--- src/rtl/dmu_sii_pkg.sv ---
// Shared types and header field offsets for the DMU->SII inbound packet tracker.
package dmu_sii_pkg;

  typedef enum logic [1:0] {
    DMA_RD  = 2'd0,
    DMA_WR  = 2'd1,
    MONDO   = 2'd2,
    PIO_RET = 2'd3
  } pkt_type_e;

  typedef enum logic [1:0] {
    IDLE   = 2'd0,
    WR_PAY = 2'd1,
    MD_PAY = 2'd2
  } state_e;

  localparam int TAG_LSB = 64;
  localparam int TAG_W   = 16;
  localparam int PA_W    = 40;

  // The illegal (!datareq && datareq16) combination is screened separately by the caller.
  function automatic pkt_type_e classify(input logic datareq, input logic datareq16,
                                         input logic reqbypass);
    if (!datareq)        return DMA_RD;
    else if (!datareq16) return DMA_WR;
    else if (reqbypass)  return PIO_RET;
    else                 return MONDO;
  endfunction

endpackage

--- src/rtl/dmu_sii_par_chk.sv ---
// Even-parity compare: one parity bit per PAR_GRP data bits, any group mismatch flags.
module dmu_sii_par_chk #(
  parameter int DATA_W  = 128,
  parameter int PAR_GRP = 16
) (
  input  logic [DATA_W-1:0]         data,
  input  logic [DATA_W/PAR_GRP-1:0] parity,
  output logic                      mismatch
);

  logic [DATA_W/PAR_GRP-1:0] calc;

  always_comb begin
    calc = '0;
    for (int i = 0; i < DATA_W / PAR_GRP; i++) begin
      calc[i] = ^data[i*PAR_GRP +: PAR_GRP];
    end
  end

  assign mismatch = |(calc ^ parity);

endmodule

--- src/rtl/dmu_sii_pkt_tracker.sv ---
// Inbound dmu_sii_* monitor: classifies headers, counts payload beats, checks parity,
// tracks DMA-write credits against sii_dmu_wrack and keeps saturating statistics.
module dmu_sii_pkt_tracker
  import dmu_sii_pkg::*;
#(
  parameter int DATA_W      = 128,
  parameter int PAR_GRP     = 16,
  parameter int WR_BEATS    = 4,
  parameter int MD_BEATS    = 1,
  parameter int MAX_WR_CRED = 16,
  parameter int CNT_W       = 16,
  localparam int PAR_W      = DATA_W / PAR_GRP,
  localparam int CRED_W     = $clog2(MAX_WR_CRED + 1)
) (
  input  logic              iol2clk,
  input  logic              rst,
  input  logic              dmu_sii_hdr_vld,
  input  logic              dmu_sii_reqbypass,
  input  logic              dmu_sii_datareq,
  input  logic              dmu_sii_datareq16,
  input  logic [DATA_W-1:0] dmu_sii_data,
  input  logic [PAR_W-1:0]  dmu_sii_parity,
  input  logic              sii_dmu_wrack_vld,
  output logic              pkt_done,
  output logic [1:0]        pkt_type,
  output logic [15:0]       pkt_tag,
  output logic [39:0]       pkt_pa,
  output logic              par_err,
  output logic              proto_err,
  output logic [CRED_W-1:0] wr_outstanding,
  output logic [CNT_W-1:0]  cnt_rd,
  output logic [CNT_W-1:0]  cnt_wr,
  output logic [CNT_W-1:0]  cnt_md,
  output logic [CNT_W-1:0]  cnt_pio,
  output logic [CNT_W-1:0]  cnt_par_err,
  output logic [1:0]        dbg_state
);

  // Handshake: dmu_sii_hdr_vld qualifies a header cycle and there is no ready; the tracker
  // always accepts. Every cycle after a header is a payload beat until the packet's beat
  // count is reached; a header arriving inside that window aborts the packet in flight.

  localparam int MAX_BEATS = (WR_BEATS > MD_BEATS) ? WR_BEATS : MD_BEATS;
  localparam int BEAT_W    = $clog2(MAX_BEATS + 1);

  state_e            state_q, state_d;
  logic [BEAT_W-1:0] beat_q, beat_d, last_idx;
  pkt_type_e         hdr_cls, type_q, done_type;
  logic              hdr_illegal, hdr_ok, is_beat, done_d, proto_fsm;
  logic              par_mismatch, check_par;
  logic              wr_hdr, cred_err;
  logic [CRED_W-1:0] cred_d;
  logic [TAG_W-1:0]  tag_q;
  logic [PA_W-1:0]   pa_q;

  function automatic logic [CNT_W-1:0] sat_inc(input logic [CNT_W-1:0] v);
    return (&v) ? v : v + 1'b1;
  endfunction

  dmu_sii_par_chk #(
    .DATA_W  (DATA_W),
    .PAR_GRP (PAR_GRP)
  ) u_par_chk (
    .data     (dmu_sii_data),
    .parity   (dmu_sii_parity),
    .mismatch (par_mismatch)
  );

  assign hdr_illegal = !dmu_sii_datareq && dmu_sii_datareq16;
  assign hdr_ok      = dmu_sii_hdr_vld && !hdr_illegal;
  assign hdr_cls     = classify(dmu_sii_datareq, dmu_sii_datareq16, dmu_sii_reqbypass);
  assign last_idx    = (state_q == WR_PAY) ? BEAT_W'(WR_BEATS - 1) : BEAT_W'(MD_BEATS - 1);
  assign check_par   = dmu_sii_hdr_vld || is_beat;
  assign wr_hdr      = hdr_ok && (hdr_cls == DMA_WR);

  always_ff @(posedge iol2clk) begin
    if (rst) begin
      state_q <= IDLE;
      beat_q  <= '0;
    end else begin
      state_q <= state_d;
      beat_q  <= beat_d;
    end
  end

  always_comb begin
    state_d   = state_q;
    beat_d    = beat_q;
    done_d    = 1'b0;
    proto_fsm = 1'b0;
    is_beat   = 1'b0;
    done_type = type_q;
    if (dmu_sii_hdr_vld) begin
      beat_d    = '0;
      state_d   = IDLE;
      proto_fsm = hdr_illegal || (state_q != IDLE);
      if (!hdr_illegal) begin
        case (hdr_cls)
          DMA_RD: begin
            done_d    = 1'b1;
            done_type = DMA_RD;
          end
          DMA_WR:  state_d = WR_PAY;
          default: state_d = MD_PAY;
        endcase
      end
    end else if (state_q != IDLE) begin
      is_beat = 1'b1;
      if (beat_q == last_idx) begin
        done_d  = 1'b1;
        state_d = IDLE;
        beat_d  = '0;
      end else begin
        beat_d = beat_q + 1'b1;
      end
    end
  end

  // A write header and a wrack in the same cycle cancel; either alone at its limit is an error.
  always_comb begin
    cred_d   = wr_outstanding;
    cred_err = 1'b0;
    if (wr_hdr && !sii_dmu_wrack_vld) begin
      if (wr_outstanding == CRED_W'(MAX_WR_CRED)) cred_err = 1'b1;
      else                                        cred_d   = wr_outstanding + 1'b1;
    end else if (!wr_hdr && sii_dmu_wrack_vld) begin
      if (wr_outstanding == '0) cred_err = 1'b1;
      else                      cred_d   = wr_outstanding - 1'b1;
    end
  end

  always_ff @(posedge iol2clk) begin
    if (rst) begin
      pkt_done       <= 1'b0;
      par_err        <= 1'b0;
      proto_err      <= 1'b0;
      wr_outstanding <= '0;
      type_q         <= DMA_RD;
      tag_q          <= '0;
      pa_q           <= '0;
      cnt_rd         <= '0;
      cnt_wr         <= '0;
      cnt_md         <= '0;
      cnt_pio        <= '0;
      cnt_par_err    <= '0;
    end else begin
      pkt_done       <= done_d;
      par_err        <= check_par && par_mismatch;
      proto_err      <= proto_fsm || cred_err;
      wr_outstanding <= cred_d;
      if (hdr_ok) begin
        type_q <= hdr_cls;
        tag_q  <= dmu_sii_data[TAG_LSB +: TAG_W];
        pa_q   <= dmu_sii_data[PA_W-1:0];
      end
      if (check_par && par_mismatch) cnt_par_err <= sat_inc(cnt_par_err);
      if (done_d) begin
        case (done_type)
          DMA_RD:  cnt_rd  <= sat_inc(cnt_rd);
          DMA_WR:  cnt_wr  <= sat_inc(cnt_wr);
          MONDO:   cnt_md  <= sat_inc(cnt_md);
          default: cnt_pio <= sat_inc(cnt_pio);
        endcase
      end
    end
  end

  assign pkt_type  = type_q;
  assign pkt_tag   = tag_q;
  assign pkt_pa    = pa_q;
  assign dbg_state = state_q;

endmodule

--- config.mk ---
export PLATFORM = sky130hd
export DESIGN_NAME = dmu_sii_pkt_tracker
export DESIGN_NICKNAME = d
export VERILOG_FILES = /design/src/rtl/dmu_sii_pkg.sv /design/src/rtl/dmu_sii_par_chk.sv /design/src/rtl/dmu_sii_pkt_tracker.sv
export SDC_FILE = /design/constraint.sdc
export NUM_CORES = 1
export LEC_CHECK = 0
export CAP_MARGIN = 15
export CORE_ASPECT_RATIO = 1.25
export CORE_MARGIN = 2
export CORE_UTILIZATION = 45
export DETAILED_ROUTE_END_ITERATION = 10
export PLACE_DENSITY = 0.81
export SYNTH_ARGS = -nofsm -noshare
export SYNTH_HDL_FRONTEND = slang
export SYNTH_HIERARCHICAL = 1
export SYNTH_SLANG_ARGS = --single-unit
--- constraint.sdc ---
create_clock -name iol2clk -period 3.45 [get_ports iol2clk]
set_input_delay 0.345 -clock iol2clk [delete_from_list [all_inputs] [get_ports iol2clk]]
set_output_delay 0.345 -clock iol2clk [all_outputs]
set_load 0.02 [all_outputs]
==> results.toml, run 1 <==
[die]
rows = 53
initial_core_util_pct = 46.2
ios = 291
fp.dieH_um = 152
fp.dieW_um = 122
die-area_um2 = 18500
core_um2 = 17000

[route]
totalWireLength_um = 24200
drc = 0
first_pass_iters = 5
vias = 7799
wire_per_inst_um = 16.6
viasPerCell = 5.37
antenna_left = 0
drt_iter0_drc = 318

[sta]
fin_crit_ns = 3.14
fmax_mhz = 319
rsz0062_at_grt = "false"
worstMarginPinSlew_ns = 0.867
setup_viol_count_final = 0
period_share_pct = 91.0
tns_ns = 0
finalClockSkew_ns = 0.00844
slew-limit-headroom_pct = 41.8
hold_viol_final = 0
drv_slew = 0

[final_layout]
fillers = 1383
layout_common_cells = "clkdlybuf4s50_1 (289), dfxtp_1 (151), nand2_1 (148)"
area_growth_pct = 48.0
seqCellArea_um2 = 3020
drive_above_1_share_pct = 5.69
layout.nets = 1372
multi_input_area_um2 = 4610
final_common_cell = "clkdlybuf4s50_1"
fin_cells = 1453

[status]
status = "finished clean"

[logic_synthesis]
synth.distinct_cells = 57
synth.avg_cell_area_um2 = 8.45
syn_area_um2 = 7840
yosysWarnings = 6
synthesis.nets = 1083
synth_cells = 928
async_reset_ff_share_pct = 0
synth-seq-cells = 151
synth-main-ff-cell = "dfxtp_1"
ys_seq_area_share_pct = 38.6
synth-edff-count = 0

[grt]
grt_max_degree = 79
grtUsageTotal_pct = 25.2
grt_pass1_vias = 7319
grt_pass1_wl_um = 36400
antenna_found_initial = 5
overflow = 0

[run]
cap_violations = 0

[clock_tree]
cts_tree = "yes"
cts_buffers = 17
cts_setup_buffers = 0
htree_num_levels = 4
cts_num_sinks = 151
clkTransAtPathRegs_ns = 0.06
clock_latency_ns = 0.42
ctsHoldBuffers = 0
cts.repair.resized = 0
cts_buffer_depth = 2
clockRootBuffer = "clkbuf_16"

[worst_setup_path]
arrival_ns = 3.46
end_kind = "flip-flop"
r2r_cells = 5
rr_endpoint = "cnt_pio[15]"
path_class = "input port to flip-flop"
regToRegStartpoint = "dbg_state[1]"
rrSetupSlack_ns = 0.78
critPathLaunchType = "input port"
cp.required_ns = 3.77
path_max_fanout = 3

[hold_path]
min_path_cells = 2
min_to = "pkt_pa[6]"
hp-start = "pkt_pa[6]"
hold_path.class = "flip-flop to flip-flop"

[placement]
routabilityCongestion = 0.856
dpl.cell_count = 1418
dp_hpwl_um = 18400
io_buffers = 290

[pwr]
peakVddDrop_mv = 0.380
p_leak_uw = 0.00401
p_per_area_nw_per_um2 = 426
-- cell usage after synthesis (10+ instances only) --
cell        n  share of area (%)
nor4_1     10               0.80
nor2_1     76                3.6
o21ai_0    16                1.0
nand3_1    33                2.1
xor2_1     25                2.8
xnor2_1   132                 15
or4_1      11                1.1
a21oi_1    97                6.2
a211oi_1   12                1.1
dfxtp_1   151                 39
or3_1      17                1.4
inv_1      15               0.72
nor3_1     16                1.0
o31ai_1    11                1.1
nand2_1   149                7.1
clkbuf_1   34                1.6
ha_1       11                1.8
-- flip-flops by register name, indices dropped and copies added, names as in the netlist --
signal and flops:
wr_outstanding 5, beat_q 3, pkt_pa 40, cnt_par_err 16, cnt_wr 16, proto_err 1, pkt_type 2, pkt_tag 16
dbg_state 2, cnt_pio 16, cnt_rd 16, cnt_md 16, par_err 1, pkt_done 1
-- kinds of logic after synthesis --
kind of cell | count (synthesis) | synth area share, %
flip-flops | 151 | 38.6
buffers and inverters | 55 | 2.73
adder cells (fa/ha/maj) | 12 | 2.01
multiplexers | 11 | 1.44
AO/OA/AOI/OAI | 173 | 13.6
AND/OR/NAND/NOR | 360 | 21.6
XOR/XNOR | 166 | 20.1
-- routing by layer --
layer,up-vias,part of all wire [%],GRT usage [%]
li1,3808,-,-
met1,3629,37,27.2
met2,297,49,43.4
met3,61,10,9.17
met4,4,3.4,12.2
met5,-,0.11,0
-- area by class of cell --
type / instances / share of cell area, %
multi-input combinational: 722 / 39.7
sequential: 151 / 26.1
timing repair buffer: 310 / 26.3
antenna: 3 / 0.0647
clock inverter: 14 / 1.24
clock buffer: 18 / 3.79
inverter: 15 / 0.485
tap: 220 / 2.37
-- worst max-delay path, cell delays in order --
cell,delay [ns]
clkdlybuf4s50_1,0.44
xnor2_1,0.29
xnor2_1,0.21
xnor3_1,0.46
xnor2_1,0.19
nor4_1,0.09
nand2_1,0.14
o31a_2,0.20
nand4_1,0.17
nor4_1,0.52
a311oi_1,0.18
a41o_1,0.24
-- power by group --
part,internal (µW),switching (µW)
Sequential,1820,70.6
Clock,1030,785
Combinational,670,560
-- worst max path at each step --
stage | slack (ns) | end | start
after global placement | 0.005 | cnt_par_err[15] | dmu_sii_data[78]
after CTS | 0.40 | cnt_par_err[15] | dmu_sii_data[20]
after global routing | 0.14 | cnt_par_err[15] | dmu_sii_data[26]
after detailed placement | -0.05 | cnt_par_err[15] | dmu_sii_data[20]
final | 0.31 | cnt_par_err[15] | dmu_sii_data[20]
after floorplan | 0.56 | wr_outstanding[4] | dmu_sii_hdr_vld
-- per-stage QoR --
step | worst slack [ns] | power [µW] | cell area [µm²] | hold WS [ns] | utilization (%)
2_1_floorplan | 0.558 | 2660 | 7840 | 0.481 | -
5_1_grt | 0.138 | 5160 | 11600 | 0.469 | 68.3
4_1_cts | 0.398 | 4990 | 11600 | 0.455 | 68.3
3_3_place_gp | 0.00540 | 3140 | 11000 | 0.442 | 64.9
3_5_place_dp | -0.0462 | 3160 | 11000 | 0.446 | 64.9
6_report | 0.311 | 4940 | 11600 | 0.456 | 68.3
Power figures use the tool's default switching activity.
==> inputs of run 2 (changes only) <==
SLEW_MARGIN = 5   (was default)
==> results of run 2 <==
Final layout, timing and power as in run 1 (identical DEF).
==> inputs of run 3 (changes only) <==
RECOVER_POWER = 100   (was default)
==> run 3 against run 2 <==
Against the previous run: register-to-register slack lost 0.42 ns; global-route usage is the same; final area shrank 0.35%; critical path type unchanged; fmax grew 0.23%; sequential power is essentially flat; sequential cell count is the same; non-clock buffer count is the same; setup slack gained 0.0071 ns; critical path depth grew 1; clock power is essentially flat; largest power group unchanged; sequential share of layout area grew 0.090 points.
==> results.toml, run 3 (same netlist as run 1, synthesis figures left out) <==
[hold_path]
hold_path.class = "flip-flop to flip-flop"
hp-start = "pkt_pa[1]"
min_to = "pkt_pa[1]"
min_path_cells = 2

[die]
die-area_um2 = 18500
fp.dieW_um = 122
rows = 53
fp.dieH_um = 152
ios = 291
core_um2 = 17000
initial_core_util_pct = 46.2

[sta]
fmax_mhz = 319
drv_slew = 0
rsz0062_at_grt = "false"
period_share_pct = 90.8
tns_ns = 0
worstMarginPinSlew_ns = 1.36
hold_viol_final = 0
setup_viol_count_final = 0
slew-limit-headroom_pct = 8.50
finalClockSkew_ns = 0.00812
fin_crit_ns = 3.13
fin_hold_ws_ns = 0.452

[final_layout]
layout.nets = 1372
drive_above_1_share_pct = 4.72
layout_common_cells = "dfxtp_1 (151), nand2_1 (149), dlygate4sd3_1 (149)"
final_common_cell = "dfxtp_1"
final_cell_area_um2 = 11600
largest_register_ffs = 40
fillers = 1398
post-route-util_pct = 68.1
area_growth_pct = 47.5

[clock_tree]
cts_setup_buffers = 0
cts_num_sinks = 151
ctsHoldBuffers = 0
htree_num_levels = 4
clkTransAtPathRegs_ns = 0.07
cts_buffer_depth = 2
clockRootBuffer = "clkbuf_16"
cts_tree = "yes"
cts_buffers = 17
clock_latency_ns = 0.42
cts.repair.resized = 0

[worst_setup_path]
end_kind = "flip-flop"
critPathLaunchType = "input port"
r2r_cells = 5
cp.required_ns = 3.77
path_class = "input port to flip-flop"
rr_endpoint = "cnt_pio[15]"
arrival_ns = 3.45
path_max_fanout = 3
regToRegStartpoint = "dbg_state[1]"
rrSetupSlack_ns = 0.36

[grt]
grtUsageTotal_pct = 25.2
grt_pass1_wl_um = 36400
grt_pass1_vias = 7319
overflow = 0
grt_max_degree = 79
antenna_found_initial = 5

[route]
vias = 7793
drc = 0
wire_per_inst_um = 16.6
totalWireLength_um = 24100
antenna_left = 0
first_pass_iters = 5
viasPerCell = 5.36
drt_iter0_drc = 316

[placement]
io_buffers = 290
placed_cell_area_um2 = 11000
dp_hpwl_um = 18400
routabilityCongestion = 0.856

[pwr]
peakVddDrop_mv = 0.360
p_per_area_nw_per_um2 = 424
p_leak_uw = 0.00445

[run]
cap_violations = 0

[status]
status = "finished clean"
run 3: how the worst max path moves through the flow:
stage                                start           endpoint  slack [ns]  cells after the start
final                     dmu_sii_data[26]    cnt_par_err[15]        0.32                     13
after global routing      dmu_sii_data[26]    cnt_par_err[15]        0.10                     13
after CTS                 dmu_sii_data[20]    cnt_par_err[15]        0.40                     12
after detailed placement  dmu_sii_data[20]    cnt_par_err[15]       -0.05                     12
after global placement    dmu_sii_data[78]    cnt_par_err[15]       0.005                     12
after floorplan            dmu_sii_hdr_vld  wr_outstanding[4]        0.56                     13
run 3: metal layers:
| metal | vias to the layer above | track usage (%) | part of all wire [%] |
|---|---|---|---|
| li1 | 3802 | - | - |
| met1 | 3620 | 27.2 | 37 |
| met2 | 305 | 43.4 | 49 |
| met3 | 62 | 9.17 | 10 |
| met4 | 4 | 12.2 | 3.4 |
| met5 | - | 0 | 0.11 |
run 3: per-stage QoR:
step / setup WS, ns / total power, µW / std cells
after CTS: 0.398 / 4990 / 1450
after floorplan: 0.558 / 2660 / 928
after global routing: 0.102 / 5130 / 1453
after detailed placement: -0.0462 / 3160 / 1418
after global placement: 0.00540 / 3140 / 1418
final: 0.318 / 4910 / 1453
run 3: report_power, final:
group	total, µW	internal [µW]	switching (µW)	leakage [µW]
clock network	1820	1030	790	0.000285
registers	1890	1820	66.9	0.00123
logic	1200	638	561	0.00294
total	4910	3490	1420	0.00445
run 3: area by class of cell:
class | count | area, µm² | share of cell area [%]
sequential | 151 | 3020 | 26.1
multi-input combinational | 722 | 4600 | 39.8
antenna | 3 | 7.51 | 0.0649
inverter | 15 | 56.3 | 0.487
timing repair buffer | 310 | 3020 | 26.1
clock buffer | 18 | 439 | 3.80
tap | 220 | 275 | 2.38
clock inverter | 14 | 144 | 1.24
run 3: worst max-delay path: stages:
cell	delay, ns
clkdlybuf4s50_1	0.51
xnor2_1	0.13
clkbuf_1	0.21
xnor2_1	0.18
xnor3_1	0.36
xnor2_1	0.19
nor4_1	0.09
nand2_1	0.14
o31a_2	0.20
nand4_1	0.16
nor4_1	0.51
a311oi_1	0.17
a41o_1	0.24
